[config.mk]
export PLATFORM = sky130hd
export DESIGN_NAME = nios2_ls_avm_read_timeout
export DESIGN_NICKNAME = d
export VERILOG_FILES = /design/src/rtl/nios2_ls_sysid_pkg.sv /design/src/rtl/nios2_ls_avm_read_timeout.sv
export SDC_FILE = /design/constraint.sdc
export NUM_CORES = 1
export LEC_CHECK = 0
export ABC_AREA = 1
export ABC_CLOCK_PERIOD_IN_PS = 1950
export CELL_PAD_IN_SITES_DETAIL_PLACEMENT = 1
export CELL_PAD_IN_SITES_GLOBAL_PLACEMENT = 1
export CORE_ASPECT_RATIO = 0.9
export CORE_MARGIN = 2
export CORE_UTILIZATION = 35
export DETAILED_ROUTE_END_ITERATION = 8
export HOLD_SLACK_MARGIN = 0.15
export PLACE_DENSITY = 0.7
export SLEW_MARGIN = 20
export SYNTH_ARGS = -nofsm -noshare
export SYNTH_HDL_FRONTEND = slang
export SYNTH_SLANG_ARGS = --single-unit
[constraint.sdc]
create_clock -name clock -period 1.95 [get_ports clock]
set_clock_uncertainty 0.15 [all_clocks]
set_input_delay 0.195 -clock clock [delete_from_list [all_inputs] [get_ports clock]]
set_output_delay 0.195 -clock clock [all_outputs]
set_load 0.01 [all_outputs]
[src/rtl/nios2_ls_sysid_pkg.sv]
// rtl/nios2_ls_sysid_pkg.sv - shared types and constants for the sysid checker
package nios2_ls_sysid_pkg;

    typedef enum logic [2:0] {
        ST_IDLE,
        ST_RD_ID,
        ST_RD_TS,
        ST_CHECK,
        ST_FIN
    } state_t;

    localparam logic SYSID_ADDR_ID = 1'b0;
    localparam logic SYSID_ADDR_TS = 1'b1;

    localparam int WAIT_W  = 16;
    localparam int RETRY_W = 4;

endpackage

[src/rtl/nios2_ls_avm_read_timeout.sv]
// rtl/nios2_ls_avm_read_timeout.sv - single Avalon-MM read with stall timeout and retry
module nios2_ls_avm_read_timeout
    import nios2_ls_sysid_pkg::*;
#(
    parameter int TIMEOUT_CYCLES = 255,
    parameter int MAX_RETRIES    = 3
) (
    input  logic clock,
    input  logic reset,
    input  logic i_issue,
    input  logic i_addr,
    input  logic i_waitrequest,
    output logic o_read,
    output logic o_address,
    output logic o_ack,
    output logic o_timeout
);

    logic               r_read;
    logic               r_address;
    logic               r_gap;
    logic [WAIT_W-1:0]  r_wait;
    logic [RETRY_W-1:0] r_retry;
    logic               w_expired;

    // Expiry fires on the stalled cycle that brings the count up to TIMEOUT_CYCLES.
    assign w_expired = r_read && i_waitrequest && (r_wait == WAIT_W'(TIMEOUT_CYCLES - 1));

    assign o_read    = r_read;
    assign o_address = r_address;
    assign o_ack     = r_read && !i_waitrequest;
    assign o_timeout = w_expired && (r_retry == '0);

    always_ff @(posedge clock) begin
        if (reset) begin
            r_read    <= 1'b0;
            r_address <= 1'b0;
            r_gap     <= 1'b0;
            r_wait    <= '0;
            r_retry   <= '0;
        end else if (i_issue) begin
            r_read    <= 1'b1;
            r_address <= i_addr;
            r_gap     <= 1'b0;
            r_wait    <= '0;
            r_retry   <= RETRY_W'(MAX_RETRIES);
        end else if (r_read) begin
            if (!i_waitrequest) begin
                r_read <= 1'b0;
                r_wait <= '0;
            end else if (w_expired) begin
                r_read <= 1'b0;
                r_wait <= '0;
                if (r_retry != '0) begin
                    r_gap   <= 1'b1;
                    r_retry <= r_retry - 1'b1;
                end
            end else begin
                r_wait <= r_wait + 1'b1;
            end
        end else if (r_gap) begin
            r_gap  <= 1'b0;
            r_read <= 1'b1;
        end
    end

endmodule

Word-level counts from Yosys, hierarchy flattened:

Index checks and enable logic that the tools add are counted.

* equal/unequal tests: 1
* muxes and demuxes: 12
* reductions and logical operators: 16
* add/sub/neg operators: 2
* bitwise logic cells: 1

Operator list (number)
* $mux W16: 2
* $add A16 B1 Y16 const B: 1
* $eq A16 B8 Y1 const B: 1
* $mux W2: 5
* $reduce_and A4 Y1: 2
* $reduce_bool A2 Y1: 4
* $mux W1: 5
* $logic_and A1 B1 Y1: 4
* $logic_not A4 Y1: 1
* $reduce_bool A4 Y1: 1
* $sub A4 B1 Y4 const B: 1
* $reduce_and A3 Y1: 1
* $reduce_or A3 Y1: 1
* $reduce_or A2 Y1: 1
* $logic_not A1 Y1: 1
* $not A1 Y1: 1

* word-level logic and storage cells: 38
* register bits after elaboration: 23
* input port bits: 5
* output and inout port bits: 4

Logic depth before layout (Yosys ltp):

Gate-level depths: netlist of the first run.

* depth in word-level cells: 6
* mapped depth: 10
* mapped depth without buffers: 9

Worst setup path before layout of the first run:

OpenSTA, ideal clock, no wires.

* path kind: register to register
* start: register r_wait[0]
* end: register r_wait[6]
* path slack: 0.500 ns
* path buffers: 1
* arrival time: 1.168 ns
* data required time: 1.668 ns
* stages on the path, launching flop included: 11
* setup time: 0.132 ns
* cells stage by stage: dfxtp_1 -> inv_1 -> ha_1 -> nand3_1 -> nor2_1 -> nand2_2 -> nand2_4 -> inv_2 -> buf_6 -> nand2_1 -> a21oi_1

* longest elaborated chain between the ends: 4
* elaborated cells on any way between the ends: 5
* those cells by class: add/sub: 1; eq/ne: 1; mux: 2; reduce/logical: 1

Ends and longest elaborated chain
* start: declaration: RTL line nios2_ls_avm_read_timeout.sv:22 `logic [WAIT_W-1:0] r_wait;`
* start signal: assignment: RTL line nios2_ls_avm_read_timeout.sv:59 `r_wait <= r_wait + 1'b1;`
* branches (longest 2 deep; another with $add A16 B1 Y16)
* $mux W16 *: RTL line nios2_ls_avm_read_timeout.sv:51 `end else if (w_expired) begin`
* $mux W16 *: RTL line nios2_ls_avm_read_timeout.sv:48 `if (!i_waitrequest) begin`

Mark *: on every way between the ends.
A chain may end at the register's enable or synchronous reset.

Worst setup path in the final report of the first run:

* start: register r_wait[0]
* end: output o_timeout

* longest elaborated chain between the ends: 3

Ends and longest elaborated chain
* $eq A16 B8 Y1: RTL line nios2_ls_avm_read_timeout.sv:27 `assign w_expired = r_read && i_waitrequest && (r_wait == WAIT_W'(TIMEOUT_CYCLES - 1));`
* $logic_and A1 B1 Y1: RTL line nios2_ls_avm_read_timeout.sv:27
* $logic_and A1 B1 Y1: RTL line nios2_ls_avm_read_timeout.sv:32 `assign o_timeout = w_expired && (r_retry == '0);`
* end: declaration: RTL line nios2_ls_avm_read_timeout.sv:16 `output logic o_timeout`

Every way passes these cells.

==> metrics.md, run 1 <==
| Metric | Value |
|---|---|
| Status | completed |
| Share of power burned in registers | a little over half |
| Syn Area/Cell | 6.60 um^2 |
| CTS max path bufs | 2 |
| Post-synthesis simple-gate area fraction | about 39% |
| Internal | 0.661 mW |
| Sw Ratio | 26.4% |
| Via count | 1393 |
| Max VDD drop | 0.315 mV |
| RSZ-0062 raised after global routing | false |
| Crit path max fanout | 3 |
| First-pass GRT wire length | between 6000 and 7000 um |
| Die height | between 60 and 70 um |
| Delay-heaviest family, CP | simple AND/OR/NAND/NOR gates |
| Clock latency on the worst-skew pair | roughly 0.27 ns |
| MaxCap Viol Count | 0 |
| Core box area | 0.00399 mm^2 |
| # diodes | 0 |
| Reg-to-reg setup timing slack | 0.21 ns |
| CP Class | reg2out |
| Post-synth top area share | 32.1% |
| Drc violations | 0 |
| Clock tree root buffer cell | clkbuf_8 |
| Clock Sinks | 23 |
| Post-DR vias/cell | 4.84 |
| Initial antenna violation count | 0 |
| Met2 wire length | 1690 um |
| I/O pin count | 9 |
| Gr usage total | between 10% and 20% |
| WP data arrival | about 1.5 ns |
| Fmax | 556 MHz |
| Largest stage delay, worst path | 0.33 ns |
| Top-count cell post-synth | nand2_1 |
| WP depth | 7 |
| Synth top cells by count | nand2_1 (56), nor2_1 (30), a21oi_1 (23), dfxtp_1 (23), inv_1 (20) |
| Uppermost layer routed | met4 |
| Worst min path class | in2reg |
| Nets | 250 |
| GP Congestion | 0.813 |
| Worst Setup EP | o_timeout |
| Largest cells by area after synthesis | dfxtp_1 (32%), nand2_1 (15%), a21oi_1 (8.0%) |
| Yosys warns | 0 |
| Complex-gate fraction of the synthesized area | 12.8% |
| Vias in the first global route | ~1.4k |
| Metal3 WL | around 100 um |
| CTS tree | yes |
| Clock power frac | 35.3% |
| Async SR Flop Fraction | 0% |
| Site Rows | 22 |
| Unique masters post-synth | 24 |
| Share of cells above drive strength 1 | between 15 and 20% |
| Worst slack, placed | 0.0401 ns |
| Lkg Pwr | 0.661 nW |
| Comb power frac | 11.2% |
| Final setup fails | 0 |
| Worst EP required | 1.60 ns |
| First-pass detailed-route iteration total | 4 |
| PortBufs | 8 |
| Worst setup path start | r_wait[0] |
| Final hold viol count | 0 |
| Number of synthesized flops with an enable pin | 0 |
| Antenna Nets Post-Route | 0 |
| Area added between synthesis and finish | 18.4% |
| M1 wire length | 1940 um |
| Number of synthesized register bits | 23 |
| Setup TNS | 0 ns |
| Switching pwr | 0.237 mW |
| Max-slew violations | 0 |
| Post-synthesis cell area | roughly 0.0014 mm^2 |
| Power density over the cells | 529 mW/mm^2 |
| Die area | 0.00462 mm^2 |
| Largest net degree at the start of global routing | 18 |
| Crit. End Element | output pin |
| Crit path buffers/inverters | 2 |
| Initial Utilization | 35.9% |
| Instance count of the mapped netlist | ~220 |
| CTS Buf Count | 3 |
| Relative slew slack | 81.9% |
| R2R cell count | 8 |
| Minimum clock period | 1.80 ns |
| H-tree Lvls | 1 |
| Worst setup margin | 0.152 ns |
| Post-synthesis sequential area ratio | 32.1% |
| Critical path, cell by cell | inv_1 -> ha_1 -> nand3_1 -> nor2_1 -> nand3_1 -> nor2_1 -> clkbuf_2 |
| Worst r2r src | r_wait[1] |
| Synth Area in Adders | 3.49% |
| GR Overflow Total | 0 |
| End of the worst register-to-register path | r_wait[10] |
| Ys flop type | dfxtp_1 |
| Worst Max-Slew Pin Slew | between 0.2 and 0.3 ns |
| CP Launch Type | flip-flop |
| Crit-path slowest cell | dfxtp_1 |
| Number of DRC markers after the initial detailed-route iteration | 47 |
| Routed WL | 3760 um |
| Cell accounting for the most synthesized area | dfxtp_1 |
| Post-Syn Nets | about 230 |
| Post-synthesis mux area share | 0% |
| Largest family of logic cells by synthesized area | simple AND/OR/NAND/NOR gates |
| Xor-xnor portion of the synthesized cell area | around 3.7% |
| Worst-path clk slew | 0.09 ns |
| Period Utilization, post-route | between 90% and 100% |
| Die W | 71.4 um |
| Detailed placement HPWL | 2960 um |
| WL/cell | between 10 and 15 um |
kinds of logic (layout without fill, tap and decap cells):
group | after synthesis | count (layout)
compound gates | 35 | 35
xor+xnor | 6 | 6
fa+ha+maj | 4 | 4
buf+inv | 29 | 52
flops | 23 | 23
simple gates | 120 | 120
layout by cell type, fill, tap and decap left out, drive strengths merged, types with 2 or more instances in the layout:
master | synthesis | final
nand3 | 21 | 21
nand2 | 61 | 61
inv | 23 | 23
o21ai | 9 | 9
nor2 | 36 | 36
ha | 4 | 4
buf | 3 | 16
dfxtp | 23 | 23
a21oi | 23 | 23
clkinv | 1 | 2
clkbuf | 2 | 4
o21bai | 3 | 3
xor2 | 5 | 5
clkdlybuf4s50 | 0 | 7
sequential cells by signal (all words and copies together), names as in the netlist:
| name | cells |
|---|---|
| r_wait | 16 |
| r_retry | 4 |
| o_address | 1 |
| o_read | 1 |
| r_gap | 1 |
worst reg2reg max path: cells and delay by family (launching register included):
family | cells | cell delay [ns]
AOI/OAI and AO/OA | 2 | 0.31
adders and majority gates | 1 | 0.20
buffers and inverters | 2 | 0.18
DFF | 1 | 0.36
and+or+nand+nor | 3 | 0.47
stage by stage:
stage                     power, mW  utilization [%]  hold WS, ns  area, um^2  cells
after floorplan               0.551                -        0.114        1430    217
after global placement        0.591             41.5        0.305        1660    284
after detailed placement      0.593             41.5        0.317        1660    284
after CTS                     0.915             42.6        0.328        1700    288
after global routing          0.932             42.5        0.370        1700    288
final                         0.898             42.5        0.330        1700    288
power by group through the flow:
stage	registers, mW	logic [mW]	clock network, mW
after floorplan	0.492	0.0591	0
after global placement	0.491	0.0997	0
after detailed placement	0.491	0.101	0
after CTS	0.481	0.102	0.333
after global routing	0.481	0.112	0.339
final	0.480	0.101	0.317
area by class of cell:
class / count / area, um^2
clock buffers: 3 / 41.3
clock inverters: 1 / 5.00
fillers: 535 / 2290
inverters: 24 / 90.1
multi-input cells: 165 / 845
flip-flops and latches: 23 / 460
well taps: 48 / 60.1
repair buffers: 24 / 195
what timing repair did:
action,in CTS,in global routing
buffers inserted,0,0
hold buffers,0,0
gates resized for setup,2,1
cloned,0,0
pin swaps,0,0
setup endpoints to repair,1,1
routing by layer:
| metal | GRT usage [%] | up-vias |
|---|---|---|
| li1 | - | 733 |
| met1 | 24.8 | 642 |
| met2 | 28.1 | 13 |
| met3 | 3.89 | 5 |
| met4 | 4.72 | 0 |
| met5 | 0 | - |
worst min path at each step:
stage | depth (start not counted) | endpoint | startpoint
3_5_place_dp | 2 | r_retry[3] | r_retry[3]
2_1_floorplan | 1 | o_address | reset
6_report | 3 | o_address | i_addr
3_3_place_gp | 2 | r_retry[3] | r_retry[3]
4_1_cts | 3 | o_address | i_addr
5_1_grt | 3 | o_address | i_addr
(Power assumes the default switching activity.)
==> run 2, diff against run 1 <==
--- a/config.mk
+++ b/config.mk
@@ -12,9 +12,12 @@
 export CORE_ASPECT_RATIO = 0.9
 export CORE_MARGIN = 2
 export CORE_UTILIZATION = 35
+export CTS_BUF_LIST = sky130_fd_sc_hd__clkbuf_4
 export DETAILED_ROUTE_END_ITERATION = 8
 export HOLD_SLACK_MARGIN = 0.15
 export PLACE_DENSITY = 0.7
+export REMOVE_ABC_BUFFERS = 1
+export SETUP_SLACK_MARGIN = 0.5
 export SLEW_MARGIN = 20
 export SYNTH_ARGS = -nofsm -noshare
 export SYNTH_HDL_FRONTEND = slang
==> metrics.md, run 2 (synthesis results as in run 1) <==
| Metric | Value |
|---|---|
| CP Launch Type | flip-flop |
| Period Utilization, post-route | 90.7% (-1.5 points) |
| Biggest register | r_wait |
| WL/cell | 14.7 um (+12%) |
| Fill cells | 519 (-3.0%) |
| Die area | 0.00462 mm^2 (unchanged) |
| Setup TNS | 0 ns (unchanged) |
| Relative slew slack | 84.1% (+2.3 points) |
| Commonest non-fill, non-tap cell in the layout | nand2_1 |
| Gr usage total | 19.3% (+1.4 points) |
| Routed WL | 4450 um (+18%) |
| GP Congestion | 0.785 (-3.4%) |
| PortBufs | 8 (unchanged) |
| Crit path max fanout | 5 (+2) |
| Number of DRC markers after the initial detailed-route iteration | 39 (-17%) |
| Initial antenna violation count | 0 (unchanged) |
| Max reg flops | 16 (unchanged) |
| Hold endpoint | o_address |
| MaxCap Viol Count | 0 (unchanged) |
| Most frequent cells in the layout | nand2_1 (53), buf_4 (22), a21oi_1 (21), inv_1 (16), nor2_1 (15) |
| Metal3 WL | 99 um (-2.9%) |
| Final hold viol count | 0 (unchanged) |
| Clock tree root buffer cell | clkbuf_4 |
| First-pass detailed-route iteration total | 4 (unchanged) |
| # diodes | 0 (unchanged) |
| Met2 wire length | 2170 um (+29%) |
| Nets | 265 (+6.0%) |
| Detailed placement HPWL | 2890 um (-2.2%) |
| Worst Max-Slew Pin Slew | 0.237 ns (-0.0343 ns) |
| Clock Sinks | 23 (unchanged) |
| End of the worst register-to-register path | r_retry[1] |
| Antenna Nets Post-Route | 0 (unchanged) |
| CTS max path bufs | 2 (unchanged) |
| Drc violations | 0 (unchanged) |
| Site Rows | 22 (unchanged) |
| Vias in the first global route | 1493 (+6.9%) |
| CTS tree | yes |
| Hold Startpoint | i_addr |
| Lkg Pwr | 0.821 nW (+24%) |
| CTS Buf Count | 3 (unchanged) |
| Minimum clock period | 1.77 ns (-0.0293 ns) |
| First-pass GRT wire length | 7010 um (+7.7%) |
| Status | completed |
| H-tree Lvls | 1 (unchanged) |
| Via count | 1506 (+8.1%) |
| # hold bufs at CTS | 0 (unchanged) |
| GR Overflow Total | 0 (unchanged) |
| Largest regs | r_wait x16, r_retry x4 |
| Worst r2r src | r_wait[9] |
| Die height | 64.7 um (unchanged) |
| Share of cells above drive strength 1 | 40.8% (+24 points) |
| Largest net degree at the start of global routing | 18 (unchanged) |
| Worst-path clk slew | 0.14 ns (+0.05 ns) |
| M1 wire length | 2130 um (+9.5%) |
| WP data arrival | 1.42 ns (-0.03 ns) |
| RSZ-0062 raised after global routing | true |
| Reg-to-reg setup timing slack | 0.29 ns (+0.08 ns) |
| R2R cell count | 9 (+1) |
| Uppermost layer routed | met4 |
| I/O pin count | 9 (unchanged) |
| Final setup fails | 0 (unchanged) |
| Clock latency on the worst-skew pair | 0.32 ns (+0.05 ns) |
| Power density over the cells | 417 mW/mm^2 (-21%) |
| Final hold slack | 0.258 ns (-0.0721 ns) |
| Worst EP required | 1.60 ns (about the same) |
| Post-DR vias/cell | 4.97 (+2.8%) |
| Worst min path class | in2reg |
| Fmax | 565 MHz (+1.7%) |
| Max-slew violations | 0 (unchanged) |
| CP Class | reg2out |
| Area added between synthesis and finish | 41.4% |
| Hold Path Depth | 3 (unchanged) |
| Die W | 71.4 um (unchanged) |
| Crit. End Element | output pin |
| Initial Utilization | 35.9% (unchanged) |
| Core box area | 0.00399 mm^2 (unchanged) |
| Max VDD drop | 0.499 mV (+58%) |
run 2: cell count changes in the layout (fill, tap and decap cells not counted), sizes merged:
| cell | previous run | this run |
|---|---|---|
| clkdlybuf4s50 | 7 | 4 |
| buf | 16 | 32 |
| clkinv | 2 | 0 |
| inv | 23 | 25 |
| dlygate4sd2 | 0 | 2 |
run 2: stage by stage:
stage | area (um^2) | utilization (%) | worst slack, ns | instances | power, mW
after detailed placement | 1660 | 41.5 | 0.0287 | 284 | 0.592
after global routing | 2030 | 50.8 | 0.111 | 303 | 0.888
after global placement | 1660 | 41.5 | 0.0510 | 284 | 0.590
after CTS | 1850 | 46.3 | 0.202 | 297 | 0.861
after floorplan | 1400 | - | 0.501 | 212 | 0.548
final | 2030 | 50.8 | 0.181 | 303 | 0.845
run 2: routing by layer:
metal | global-route usage [%] | vias to the layer above
met5 | 0 | -
met1 | 27.1 | 715
met3 | 3.27 | 4
met2 | 31.5 | 19
li1 | - | 768
met4 | 2.83 | 0
run 2: area by class of cell:
cell class | instances | area [um^2] | area share (%)
repair buffers | 38 | 323 | 15.9
well taps | 48 | 60.1 | 2.96
flip-flops and latches | 23 | 484 | 23.9
clock buffers | 4 | 30.0 | 1.48
repair inverters | 1 | 8.76 | 0.432
multi-input cells | 165 | 1020 | 50.2
inverters | 24 | 103 | 5.06
run 2: worst max-delay path, cell delays in order (launching register included):
cell and delay, ns:
dfxtp_1 0.39, inv_1 0.15, nand3_4 0.10, nor2_4 0.08
nand3_2 0.10, nor2_1 0.14, buf_2 0.15
run 2: worst max-delay path by stage:
stage / startpoint / end / slack, ns / depth (start not counted)
2_1_floorplan: r_wait[0] / r_wait[3] / 0.50 / 9
3_3_place_gp: i_waitrequest / o_timeout / 0.05 / 6
3_5_place_dp: i_waitrequest / o_timeout / 0.03 / 6
4_1_cts: r_wait[0] / o_timeout / 0.20 / 7
5_1_grt: r_retry[0] / o_timeout / 0.11 / 5
6_report: r_wait[9] / o_timeout / 0.18 / 6
run 2: timing repair:
item | in CTS | in global routing
setup endpoints to repair | 24 | 23
pin swaps | 14 | 17
resized for setup | 50 | 40
setup buffers | 8 | 6
cloned | 1 | 0
run 2: where the power goes:
| part | switching, mW | internal [mW] |
|---|---|---|
| combinational | 0.0712 | 0.0454 |
| sequential | 0.00375 | 0.474 |
| clock | 0.156 | 0.0940 |
